==> src/rtl/uart_apb_stream_bridge_pkg.sv <==
`default_nettype none
// +----------------------------------------------------------------------------+
// | uart_apb_stream_bridge_pkg: UART register map, status bits, FSM encodings  |
// | Rev 1.0                                                                    |
// +----------------------------------------------------------------------------+
package uart_apb_stream_bridge_pkg;

  localparam logic [4:0] c_ADDR_TXDATA = 5'h00;
  localparam logic [4:0] c_ADDR_RXDATA = 5'h04;
  localparam logic [4:0] c_ADDR_CTRL1  = 5'h08;
  localparam logic [4:0] c_ADDR_CTRL2  = 5'h0C;
  localparam logic [4:0] c_ADDR_STATUS = 5'h10;

  localparam int c_ST_TXRDY  = 0;
  localparam int c_ST_RXRDY  = 1;
  localparam int c_ST_PARERR = 2;
  localparam int c_ST_FRERR  = 4;

  typedef enum logic [2:0] {
    ST_CFG1  = 3'd0,
    ST_CFG2  = 3'd1,
    ST_POLL  = 3'd2,
    ST_RD_RX = 3'd3,
    ST_WR_TX = 3'd4
  } bridge_state_t;

  typedef enum logic [1:0] {
    XF_IDLE   = 2'd0,
    XF_SETUP  = 2'd1,
    XF_ACCESS = 2'd2
  } xfer_state_t;

  // CTRL2 = {baud[12:8], odd, parity enable, 8-bit}
  function automatic logic [7:0] ctrl2_word(input logic [12:0] baud,
                                            input logic        bit8,
                                            input logic [1:0]  parity);
    return {baud[12:8], (parity == 2'd2), (parity != 2'd0), bit8};
  endfunction

endpackage
`default_nettype wire

==> src/rtl/uart_apb_stream_bridge_apb_master_xfer.sv <==
`default_nettype none
// +----------------------------------------------------------------------------+
// | apb_master_xfer: single APB transfer engine (IDLE -> SETUP -> ACCESS)      |
// | Rev 1.0                                                                    |
// +----------------------------------------------------------------------------+
module apb_master_xfer
  import uart_apb_stream_bridge_pkg::*;
(
  input  logic       PCLK,
  input  logic       PRESETN,
  input  logic       i_start,
  input  logic       i_write,
  input  logic [4:0] i_addr,
  input  logic [7:0] i_wdata,
  output logic       o_idle,
  output logic       o_done,
  output logic [7:0] o_rdata,
  output logic       o_err,
  output logic       PSEL,
  output logic       PENABLE,
  output logic       PWRITE,
  output logic [4:0] PADDR,
  output logic [7:0] PWDATA,
  input  logic [7:0] PRDATA,
  input  logic       PREADY,
  input  logic       PSLVERR
);

  xfer_state_t r_state;
  xfer_state_t w_next;

  always_ff @(posedge PCLK or negedge PRESETN) begin
    if (!PRESETN) r_state <= XF_IDLE;
    else          r_state <= w_next;
  end

  // Completion always returns to IDLE, so PSEL drops for at least one cycle
  always_comb begin
    w_next = r_state;
    case (r_state)
      XF_IDLE:   if (i_start) w_next = XF_SETUP;
      XF_SETUP:  w_next = XF_ACCESS;
      XF_ACCESS: if (PREADY) w_next = XF_IDLE;
      default:   w_next = XF_IDLE;
    endcase
  end

  always_ff @(posedge PCLK or negedge PRESETN) begin
    if (!PRESETN) begin
      PWRITE <= 1'b0;
      PADDR  <= 5'h00;
      PWDATA <= 8'h00;
    end else if (r_state == XF_IDLE && i_start) begin
      PWRITE <= i_write;
      PADDR  <= i_addr;
      PWDATA <= i_wdata;
    end
  end

  assign PSEL    = (r_state != XF_IDLE);
  assign PENABLE = (r_state == XF_ACCESS);
  assign o_idle  = (r_state == XF_IDLE);
  assign o_done  = (r_state == XF_ACCESS) && PREADY;
  assign o_rdata = PRDATA;
  assign o_err   = PSLVERR;

endmodule
`default_nettype wire

==> src/rtl/uart_apb_stream_bridge.sv <==
`default_nettype none
// +----------------------------------------------------------------------------+
// | uart_apb_stream_bridge: byte streams <-> CoreUARTapb register APB master   |
// | Rev 1.0                                                                    |
// +----------------------------------------------------------------------------+
module uart_apb_stream_bridge
  import uart_apb_stream_bridge_pkg::*;
#(
  parameter logic [12:0] BAUD_VALUE = 13'd1,
  parameter bit          PRG_BIT8   = 1'b1,
  parameter logic [1:0]  PRG_PARITY = 2'd0,
  parameter bit          CFG_INIT   = 1'b1
) (
  input  logic       PCLK,
  input  logic       PRESETN,
  output logic       PSEL,
  output logic       PENABLE,
  output logic       PWRITE,
  output logic [4:0] PADDR,
  output logic [7:0] PWDATA,
  input  logic [7:0] PRDATA,
  input  logic       PREADY,
  input  logic       PSLVERR,
  input  logic [7:0] tx_data,
  input  logic       tx_valid,
  output logic       tx_ready,
  output logic [7:0] rx_data,
  output logic       rx_valid,
  input  logic       rx_ready,
  output logic [2:0] rx_err,
  output logic       init_done,
  output logic       apb_err
);

  localparam logic [7:0] c_CTRL2 = ctrl2_word(BAUD_VALUE, PRG_BIT8, PRG_PARITY);

  bridge_state_t r_state;
  bridge_state_t w_next;
  logic          w_start, w_write, w_idle, w_done, w_err;
  logic [4:0]    w_addr;
  logic [7:0]    w_wdata, w_rdata;
  logic [7:0]    r_tx_hold;
  logic          r_tx_full;
  logic [2:0]    r_stat_err;

  apb_master_xfer u_xfer (
    .PCLK    (PCLK),
    .PRESETN (PRESETN),
    .i_start (w_start),
    .i_write (w_write),
    .i_addr  (w_addr),
    .i_wdata (w_wdata),
    .o_idle  (w_idle),
    .o_done  (w_done),
    .o_rdata (w_rdata),
    .o_err   (w_err),
    .PSEL    (PSEL),
    .PENABLE (PENABLE),
    .PWRITE  (PWRITE),
    .PADDR   (PADDR),
    .PWDATA  (PWDATA),
    .PRDATA  (PRDATA),
    .PREADY  (PREADY),
    .PSLVERR (PSLVERR)
  );

  always_ff @(posedge PCLK or negedge PRESETN) begin
    if (!PRESETN) r_state <= ST_CFG1;
    else          r_state <= w_next;
  end

  // Each state launches one transfer whenever the engine is idle; done moves on
  always_comb begin
    w_next  = r_state;
    w_start = 1'b0;
    w_write = 1'b0;
    w_addr  = c_ADDR_STATUS;
    w_wdata = 8'h00;
    case (r_state)
      ST_CFG1: begin
        w_write = 1'b1;
        w_addr  = c_ADDR_CTRL1;
        w_wdata = BAUD_VALUE[7:0];
        if (!CFG_INIT) begin
          w_next = ST_POLL;
        end else begin
          w_start = w_idle;
          if (w_done) w_next = ST_CFG2;
        end
      end
      ST_CFG2: begin
        w_write = 1'b1;
        w_addr  = c_ADDR_CTRL2;
        w_wdata = c_CTRL2;
        w_start = w_idle;
        if (w_done) w_next = ST_POLL;
      end
      ST_POLL: begin
        w_start = w_idle;
        if (w_done) begin
          if (w_rdata[c_ST_RXRDY] && !rx_valid)     w_next = ST_RD_RX;
          else if (w_rdata[c_ST_TXRDY] && r_tx_full) w_next = ST_WR_TX;
          else                                       w_next = ST_POLL;
        end
      end
      ST_RD_RX: begin
        w_addr  = c_ADDR_RXDATA;
        w_start = w_idle;
        if (w_done) w_next = ST_POLL;
      end
      ST_WR_TX: begin
        w_write = 1'b1;
        w_addr  = c_ADDR_TXDATA;
        w_wdata = r_tx_hold;
        w_start = w_idle;
        if (w_done) w_next = ST_POLL;
      end
      default: w_next = ST_CFG1;
    endcase
  end

  assign tx_ready = init_done && !r_tx_full;

  always_ff @(posedge PCLK or negedge PRESETN) begin
    if (!PRESETN) begin
      init_done  <= 1'b0;
      apb_err    <= 1'b0;
      r_tx_hold  <= 8'h00;
      r_tx_full  <= 1'b0;
      r_stat_err <= 3'b000;
      rx_data    <= 8'h00;
      rx_err     <= 3'b000;
      rx_valid   <= 1'b0;
    end else begin
      if ((r_state == ST_CFG2 && w_done) || (!CFG_INIT && r_state == ST_CFG1))
        init_done <= 1'b1;
      if (w_done && w_err)
        apb_err <= 1'b1;
      if (r_state == ST_WR_TX && w_done) begin
        r_tx_full <= 1'b0;
      end else if (tx_valid && tx_ready) begin
        r_tx_hold <= tx_data;
        r_tx_full <= 1'b1;
      end
      // Error bits only reach rx_err through a read that follows this poll
      if (r_state == ST_POLL && w_done)
        r_stat_err <= w_rdata[c_ST_FRERR:c_ST_PARERR];
      if (r_state == ST_RD_RX && w_done) begin
        rx_data  <= w_rdata;
        rx_err   <= r_stat_err;
        rx_valid <= 1'b1;
      end else if (rx_valid && rx_ready) begin
        rx_valid <= 1'b0;
      end
    end
  end

endmodule
`default_nettype wire

==> config.mk <==
export PLATFORM = sky130hd
export DESIGN_NAME = uart_apb_stream_bridge
export DESIGN_NICKNAME = d
export VERILOG_FILES = /design/src/rtl/uart_apb_stream_bridge_pkg.sv /design/src/rtl/uart_apb_stream_bridge_apb_master_xfer.sv /design/src/rtl/uart_apb_stream_bridge.sv
export SDC_FILE = /design/constraint.sdc
export NUM_CORES = 1
export LEC_CHECK = 0
export CAP_MARGIN = 40
export CORE_MARGIN = 2
export CORE_UTILIZATION = 48
export CTS_BUF_LIST = sky130_fd_sc_hd__clkbuf_2 sky130_fd_sc_hd__clkbuf_4 sky130_fd_sc_hd__clkbuf_8
export CTS_CLUSTER_DIAMETER = 150
export DETAILED_ROUTE_END_ITERATION = 12
export GPL_TIMING_DRIVEN = 0
export PLACE_DENSITY_LB_ADDON = 0.15
export RECOVER_POWER = 50
export SKIP_CTS_REPAIR_TIMING = 1
export SYNTH_ARGS = -nofsm -noshare
export SYNTH_HDL_FRONTEND = slang
export SYNTH_SLANG_ARGS = --single-unit
export TNS_END_PERCENT = 30
==> constraint.sdc <==
create_clock -name PCLK -period 2.1 [get_ports PCLK]
set_input_delay 0.42 -clock PCLK [delete_from_list [all_inputs] [get_ports PCLK]]
set_output_delay 0.42 -clock PCLK [all_outputs]
set_load 0.01 [all_outputs]
==> reports/metrics.cfg, run 1 <==
[run_status]
outcome=finished, final reports clean

[floorplan]
start_util=0.492
dieHeight_um=64.8
rows=22
core-area_mm2=0.00361
dieWidth_um=64.8
die-area_mm2=0.00420
io_pins=53

[logic_synthesis]
yosysTopAreaCell=dfrtp_1
avgSynthCellArea_um2=13.5
yosysWarnings=0
synth.top_cells.by_area=dfrtp_1, mux2_2, a22o_1, buf_4, o21ai_0
synthDominantCellAreaShare=0.606
yosys.cell_types.count=28
synth-seq-area-share=0.606
synth_seq_cells=43
syn_area_mm2=0.00177
synthCells=131

[clock_tree]
clockBufferDepth=2
cts-root-buf=clkbuf_8
htree_levels=2
clk-insertion-delay-late_ps=290
cts_buffers=5
cts.sinks=43
cts_tree=done
path_clk_slew_ps=80

[routing]
dr_total_vias=1198
ant_nets=0
drt-initial-drc-count=34
viasPerCell=5.01
drt_first_pass_iters=4
drc_errors=0
drt-total-wl_um=3410
post_drt_wl_per_cell_um=14.2

[placement]
post_dp_cell_area_mm2=0.00235
placed_cells=231
routabilityCongestion=0.731
port_buffers=50
pre_cts_ws_ps=-28.6
dp.final_hpwl_um=2530

[final_layout]
nNetsFinal=212
final_common_cell=clkdlybuf4s50_1
synthToLayoutAreaGrowth_pct=36.5
final_cell_mix=clkdlybuf4s50_1, dfrtp_1, mux2_2
regArea_mm2=0.00108
drive_above_1_share=0.225
nFillCells=280
n_antenna_cell=0
finish.instance_area_mm2=0.00242
stdcell_count=239
multi_input_area_um2=629

[grt]
track_usage=0.176
grt.overflow.total=0
grt_pass1_wl_um=5550
grt_antenna_before_repair=0
grt_pass1_vias=1210
grt_max_degree=30

[min_path]
hp-class=primary input to async pin

[timing]
fmax_mhz=516
setup_viol=0
tightestPinTransition_ps=820
setup_slack_ps=162
grt_setup_unrepaired=false
hold_violations=0
holdWs_ps=192
worst_clock_skew_ps=13.9
period_share=0.923
maxSlewHeadroom=0.454
final_max_slew_viol_count=0
final.min_clock_period_ps=1940

[worst_setup_path]
required_ps=1680
critPathKind=flop to output port
timing.rr.start=r_state[2]
critPathLaunch=u_xfer.r_state[1]
crit_path_max_fanout=6
end_kind=output port
critPathArrivalTime_ps=1520
cp-start-kind=flop

[power]
max-vdd-ir-drop_uv=482
p_per_area_mw_per_mm2=1030
leakagePower_nw=1.10

[flow_run]
cap_viol_max_count=0

[registers in the layout, summed over array words and instances (netlist names)]
name,cells
u_xfer.r_state,2
u_xfer.PWDATA,8
r_tx_full,1
rx_data,8
r_state,3
r_stat_err,3
apb_err,1
u_xfer.PADDR,3
rx_err,3
u_xfer.PWRITE,1
rx_valid,1
r_tx_hold,8
init_done,1
[synth_stat cells]
master,number
buf_4,5
a21oi_1,4
nor2b_1,2
and3b_1,1
nand2b_1,2
inv_1,6
a2111oi_0,1
dfrtp_1,43
nor3_1,1
o21a_1,1
and4_1,1
buf_2,3
mux2_2,24
conb_1,1
nor3b_1,1
and2_1,1
o2bb2ai_1,1
and2b_1,1
a21oi_4,1
nor2_1,6
nand3b_1,2
nand2_1,3
nor3_4,1
a21o_1,3
a31o_2,1
o21ai_0,5
a22o_1,9
nor3b_4,1
[per-layer routing]
metal	routed length, µm	global-route usage
met2	1750	0.294
met5	0	0
met4	36	0.0638
met1	1490	0.221
met3	134	0.0434
[worst paths after layout]
kind / slack, ps / to / cells after the start
worst min register to register: 460 / apb_err / 1
worst min-delay path: 190 / u_xfer.PADDR[2] / 1
worst max-delay path: 160 / PSEL / 3
max in group asynchronous: 740 / u_xfer.PWDATA[5] / 2
min in group PCLK: 460 / apb_err / 1
worst max register to register: 320 / u_xfer.PWDATA[7] / 5
[critical path: stages (launching register included)]
cell	delay, ps
dfrtp_1	440
nor2_2	220
inv_1	80
clkdlybuf4s50_1	480
[layout make-up]
class | instances | area share
clock inverters | 1 | 0.00207
inverters | 6 | 0.00930
repair buffers | 51 | 0.206
flip-flops and latches | 43 | 0.444
plain buffers | 8 | 0.0191
well taps | 48 | 0.0248
multi-input cells | 75 | 0.260
clock buffers | 7 | 0.0346
[where the power goes]
part	internal (mW)	switching, mW	total (mW)
Combinational	0.496	0.363	0.859
Clock	0.259	0.252	0.512
Sequential	1.01	0.114	1.13
Total	1.77	0.730	2.50
[cell families after synthesis]
kind of cell,after synthesis,share of synthesized area
AOI/OAI and AO/OA,26,0.111
buffers and inverters,14,0.0423
DFF,43,0.606
muxes,24,0.152
other,1,0.00211
and+or+nand+nor,23,0.0860
[through the flow]
| stage | total power [mW] | util | setup TNS [ps] |
|---|---|---|---|
| after CTS | 2.53 | 0.677 | 0 |
| final | 2.50 | 0.672 | 0 |
| after global routing | 2.66 | 0.672 | 0 |
| after floorplan | 1.57 | - | 0 |
| after global placement | 1.98 | 0.649 | -17910 |
| after detailed placement | 2.01 | 0.653 | -169 |
Power figures use the tool's default switching activity.
==> run 2: changes to the inputs <==
- CAP_MARGIN: 40 -> 20
- CORE_ASPECT_RATIO: default -> 1.4
- PLACE_DENSITY: default -> 0.87
- PLACE_DENSITY_LB_ADDON: 0.15 -> default
==> reports/metrics.cfg, run 2 (same netlist as run 1, synthesis figures left out) <==
[grt]
track_usage=0.197  ; +0.0213
grt_pass1_wl_um=6330  ; +14%
grt_antenna_before_repair=0  ; unchanged
grt_max_degree=44  ; +47%
grt_pass1_vias=1320  ; +9.1%
grt.overflow.total=0  ; unchanged

[worst_setup_path]
critPathTopFamily=buffers and inverters
critPathKind=flop to output port
end_kind=output port
crit_slowest_cell=clkdlybuf4s50_1
critPathArrivalTime_ps=1610  ; +90 ps
required_ps=1680  ; about the same
cp-start-kind=flop
worstPathBufferInverterCount=2  ; unchanged
worst_path_largest_cell_delay_ps=490  ; about the same
crit_chain=nor2_1 > inv_1 > clkdlybuf4s50_1
crit_path_max_fanout=6  ; unchanged

[power]
p_per_area_mw_per_mm2=1060  ; +2.5%
power_frac_comb=0.339  ; -0.005
p_int_mw=1.74  ; -1.8%
power.switching_mw=0.803  ; +10%
max-vdd-ir-drop_uv=887  ; +84%
clkPwrFrac=0.213  ; +0.008
leakagePower_nw=1.08  ; -1.7%
switching_share=0.316  ; +0.0242
p_total_mw=2.54  ; +1.7%
pwr-share-seq=0.448  ; -0.004

[floorplan]
start_util=0.491  ; -0.000682
dieWidth_um=55.4  ; -15%
io_pins=53  ; unchanged
die-area_mm2=0.00421  ; +0.16%
rows=26  ; +18%
core-area_mm2=0.00361  ; +0.14%
dieHeight_um=75.9  ; +17%

[flow_run]
cap_viol_max_count=0  ; unchanged

[clock_tree]
path_clk_slew_ps=80  ; about the same
cts_tree=done
clk-insertion-delay-late_ps=300  ; about the same
cts_buffers=5  ; unchanged
clockBufferDepth=2  ; unchanged
htree_levels=2  ; unchanged
cts.sinks=43  ; unchanged
cts-root-buf=clkbuf_8

[timing]
tightestPinTransition_ps=1020  ; +200 ps
period_share=0.965  ; +0.0419
setup_slack_ps=73.7  ; -88.1 ps
fmax_mhz=494  ; -4.3%
grt_setup_unrepaired=false
final.min_clock_period_ps=2030  ; +88.1 ps
worst_clock_skew_ps=6.69  ; -7.24 ps
final_max_slew_viol_count=0  ; unchanged
setup_viol=0  ; unchanged
hold_violations=0  ; unchanged
maxSlewHeadroom=0.320  ; -0.133

[min_path]
hp-class=primary input to async pin

[final_layout]
finish.instance_area_mm2=0.00240  ; -0.83%
nFillCells=266  ; -5.0%
stdcell_count=232  ; -2.9%
regArea_mm2=0.00108  ; unchanged
drive_above_1_share=0.216  ; -0.00934
n_antenna_cell=0  ; unchanged
multi_input_area_um2=621  ; -1.4%
synthToLayoutAreaGrowth_pct=35.4
final_common_cell=clkdlybuf4s50_1
nNetsFinal=211  ; -0.47%
top_regs=r_tx_hold (8), rx_data (8), u_xfer.PWDATA (8)
final_cell_mix=clkdlybuf4s50_1, dfrtp_1, mux2_2

[placement]
post_dp_cell_area_mm2=0.00233  ; -1.2%
dp.final_hpwl_um=2680  ; +6.2%
placed_cells=224  ; -3.0%
port_buffers=50  ; unchanged
pre_cts_ws_ps=-45.4  ; -16.8 ps
routabilityCongestion=0.784  ; +7.2%

[routing]
drc_errors=0  ; unchanged
post_drt_wl_per_cell_um=15.8  ; +11%
ant_nets=0  ; unchanged
viasPerCell=5.34  ; +6.5%
drt-total-wl_um=3670  ; +7.8%
drt_first_pass_iters=4  ; unchanged
dr_total_vias=1239  ; +3.4%
drt-initial-drc-count=22  ; -35%

[run_status]
outcome=finished, final reports clean

run 2: cell count changes in the layout (fill, tap and decap cells not counted), sizes merged:
cell / change
buf: -1
inv: +1
clkbuf: -2
clkinvlp: +2
clkinv: -1
run 2: per-layer routing:
layer | global-route usage | vias to the layer above | share of wire
met4 | 0.0878 | 0 | 0.024
met1 | 0.213 | 605 | 0.37
met2 | 0.340 | 54 | 0.53
met5 | 0 | - | 0
li1 | - | 572 | -
met3 | 0.0700 | 8 | 0.072
run 2: cell type report:
| class | count | area share |
|---|---|---|
| Tap cell | 42 | 0.0219 |
| Multi-Input combinational cell | 75 | 0.258 |
| Clock inverter | 3 | 0.00990 |
| Buffer | 8 | 0.0177 |
| Timing Repair Buffer | 50 | 0.206 |
| Inverter | 6 | 0.00938 |
| Clock buffer | 5 | 0.0286 |
| Sequential cell | 43 | 0.448 |
run 2: power by group through the flow:
stage	logic, mW	clock network, mW	registers (mW)
after floorplan	0.378	0	1.19
after global placement	0.845	0	1.14
after detailed placement	0.878	0	1.15
after CTS	0.886	0.557	1.14
after global routing	0.927	0.595	1.17
final	0.861	0.541	1.14
run 2: worst paths after layout:
| path | start | to | slack (ps) | depth (start not counted) |
|---|---|---|---|---|
| max in group asynchronous | PRESETN | u_xfer.r_state[1] | 1200 | 1 |
| max | u_xfer.r_state[1] | PSEL | 70 | 3 |
| min reg2reg | apb_err | apb_err | 460 | 1 |
| max reg2reg | r_state[2] | u_xfer.PWDATA[4] | 210 | 5 |
| min | PRESETN | rx_data[7] | 280 | 1 |
| min in group PCLK | apb_err | apb_err | 460 | 1 |
run 2: through the flow:
step | hold slack (ps) | util | setup TNS (ps)
final | 283 | 0.665 | 0
after global routing | 366 | 0.665 | 0
after CTS | 277 | 0.670 | 0
after detailed placement | 449 | 0.644 | -297
after global placement | 439 | 0.646 | -15060
after floorplan | 124 | - | 0
==> run 3: changes to the inputs <==
- CELL_PAD_IN_SITES_DETAIL_PLACEMENT: default -> 1
- CELL_PAD_IN_SITES_GLOBAL_PLACEMENT: default -> 1
- CORE_ASPECT_RATIO: 1.4 -> 1.75
- CORE_UTILIZATION: 48 -> 38
- SLEW_MARGIN: default -> 30
==> reports/metrics.cfg, run 3 (same netlist as run 1, synthesis figures left out) <==
[routing]
dr_total_vias=1244  ; +0.40%
drt-total-wl_um=4280  ; +16%
drt-initial-drc-count=26  ; +18%
ant_nets=0  ; unchanged
drt_first_pass_iters=4  ; unchanged
drc_errors=0  ; unchanged
post_drt_wl_per_cell_um=17.8  ; +13%
viasPerCell=5.18  ; -2.9%

[floorplan]
core-area_mm2=0.00444  ; +23%
die-area_mm2=0.00525  ; +25%
dieWidth_um=55.7  ; +0.49%
rows=32  ; +23%
io_pins=53  ; unchanged
dieHeight_um=94.4  ; +24%
start_util=0.399  ; -0.0921

[timing]
setup_tns_ps=0  ; unchanged
setup_viol=0  ; unchanged
hold_violations=0  ; unchanged
tightestPinTransition_ps=1000  ; -17.2 ps
final_max_slew_viol_count=0  ; unchanged
maxSlewHeadroom=0.332  ; +0.0115
period_share=0.933  ; -0.0315
holdWs_ps=275  ; -8.61 ps
worst_clock_skew_ps=4.54  ; -2.15 ps
final.min_clock_period_ps=1960  ; -66.1 ps
fmax_mhz=510  ; +3.4%
grt_setup_unrepaired=false

[power]
p_per_area_mw_per_mm2=1040  ; -1.4%
p_total_mw=2.51  ; -1.1%
leakagePower_nw=1.09  ; +0.97%
max-vdd-ir-drop_uv=817  ; -7.9%

[final_layout]
top_regs=r_tx_hold (8), rx_data (8), u_xfer.PWDATA (8)
final_cell_mix=clkdlybuf4s50_1, dfrtp_1, mux2_2
nFillCells=469  ; +76%
drive_above_1_share=0.222  ; +0.00643
finish.instance_area_mm2=0.00241  ; +0.26%
stdcell_count=240  ; +3.4%
nNetsFinal=212  ; +0.47%
regArea_mm2=0.00108  ; unchanged
final_common_cell=clkdlybuf4s50_1
synthToLayoutAreaGrowth_pct=35.8
n_antenna_cell=0  ; unchanged
multi_input_area_um2=623  ; +0.40%

[clock_tree]
cts-root-buf=clkbuf_8
clockBufferDepth=2  ; unchanged
clk-insertion-delay-late_ps=290  ; about the same
cts_tree=done
htree_levels=2  ; unchanged
path_clk_slew_ps=70  ; about the same
cts_buffers=5  ; unchanged
cts.sinks=43  ; unchanged

[placement]
port_buffers=50  ; unchanged
routabilityCongestion=0.743  ; -5.2%
post_dp_cell_area_mm2=0.00236  ; +1.7%
dp.final_hpwl_um=3360  ; +25%
placed_cells=234  ; +4.5%

[worst_setup_path]
cp-start-kind=flop
r2r_setup_slack_ps=330  ; +120 ps
required_ps=1680  ; about the same
crit_path_max_fanout=6  ; unchanged
end_kind=output port
critPathKind=flop to output port
timing.rr.start=r_state[2]
critPathArrivalTime_ps=1540  ; -70 ps
critPathLaunch=u_xfer.r_state[1]

[grt]
track_usage=0.183  ; -0.0143
grt_pass1_wl_um=7190  ; +13%
grt_pass1_vias=1476  ; +12%
grt.overflow.total=0  ; unchanged
grt_antenna_before_repair=0  ; unchanged
grt_max_degree=26  ; -41%

[run_status]
outcome=finished, final reports clean

[min_path]
hp-class=primary input to async pin

[flow_run]
cap_viol_max_count=0  ; unchanged

-- run 3: area by class of cell --
type / instances / area share
sequential: 43 / 0.447
multi-input combinational: 75 / 0.259
timing repair buffer: 51 / 0.207
clock buffer: 6 / 0.0317
tap: 51 / 0.0265
buffer: 8 / 0.0197
inverter: 6 / 0.00935
-- run 3: worst paths after layout --
path	to	depth (start not counted)
min reg2reg	apb_err	1
max	PSEL	3
min	u_xfer.PWDATA[2]	1
max reg2reg	u_xfer.PWDATA[1]	5
max in group asynchronous	rx_err[0]	2
min in group PCLK	apb_err	1
-- run 3: power by group --
group	internal, mW	total [mW]	switching (mW)
sequential	1.01	1.14	0.124
combinational	0.497	0.890	0.393
clock	0.235	0.484	0.249
total	1.75	2.51	0.766
-- run 3: layer usage --
| layer | GRT usage | vias to the layer above | share of wire |
|---|---|---|---|
| met5 | 0 | - | 0 |
| met4 | 0.0996 | 0 | 0.034 |
| met3 | 0.0507 | 12 | 0.040 |
| met2 | 0.351 | 32 | 0.60 |
| met1 | 0.169 | 633 | 0.33 |
| li1 | - | 567 | - |
-- run 3: metrics by stage --
step	util	worst slack, ps
2_1_floorplan	-	586
3_3_place_gp	0.527	-363
3_5_place_dp	0.532	-53.0
4_1_cts	0.549	29.6
5_1_grt	0.542	64.6
6_report	0.542	140
-- run 3: critical path, stage by stage, from the launching register on --
cell	delay, ps
dfrtp_1	450
nor2_2	220
inv_1	100
clkdlybuf4s50_1	490
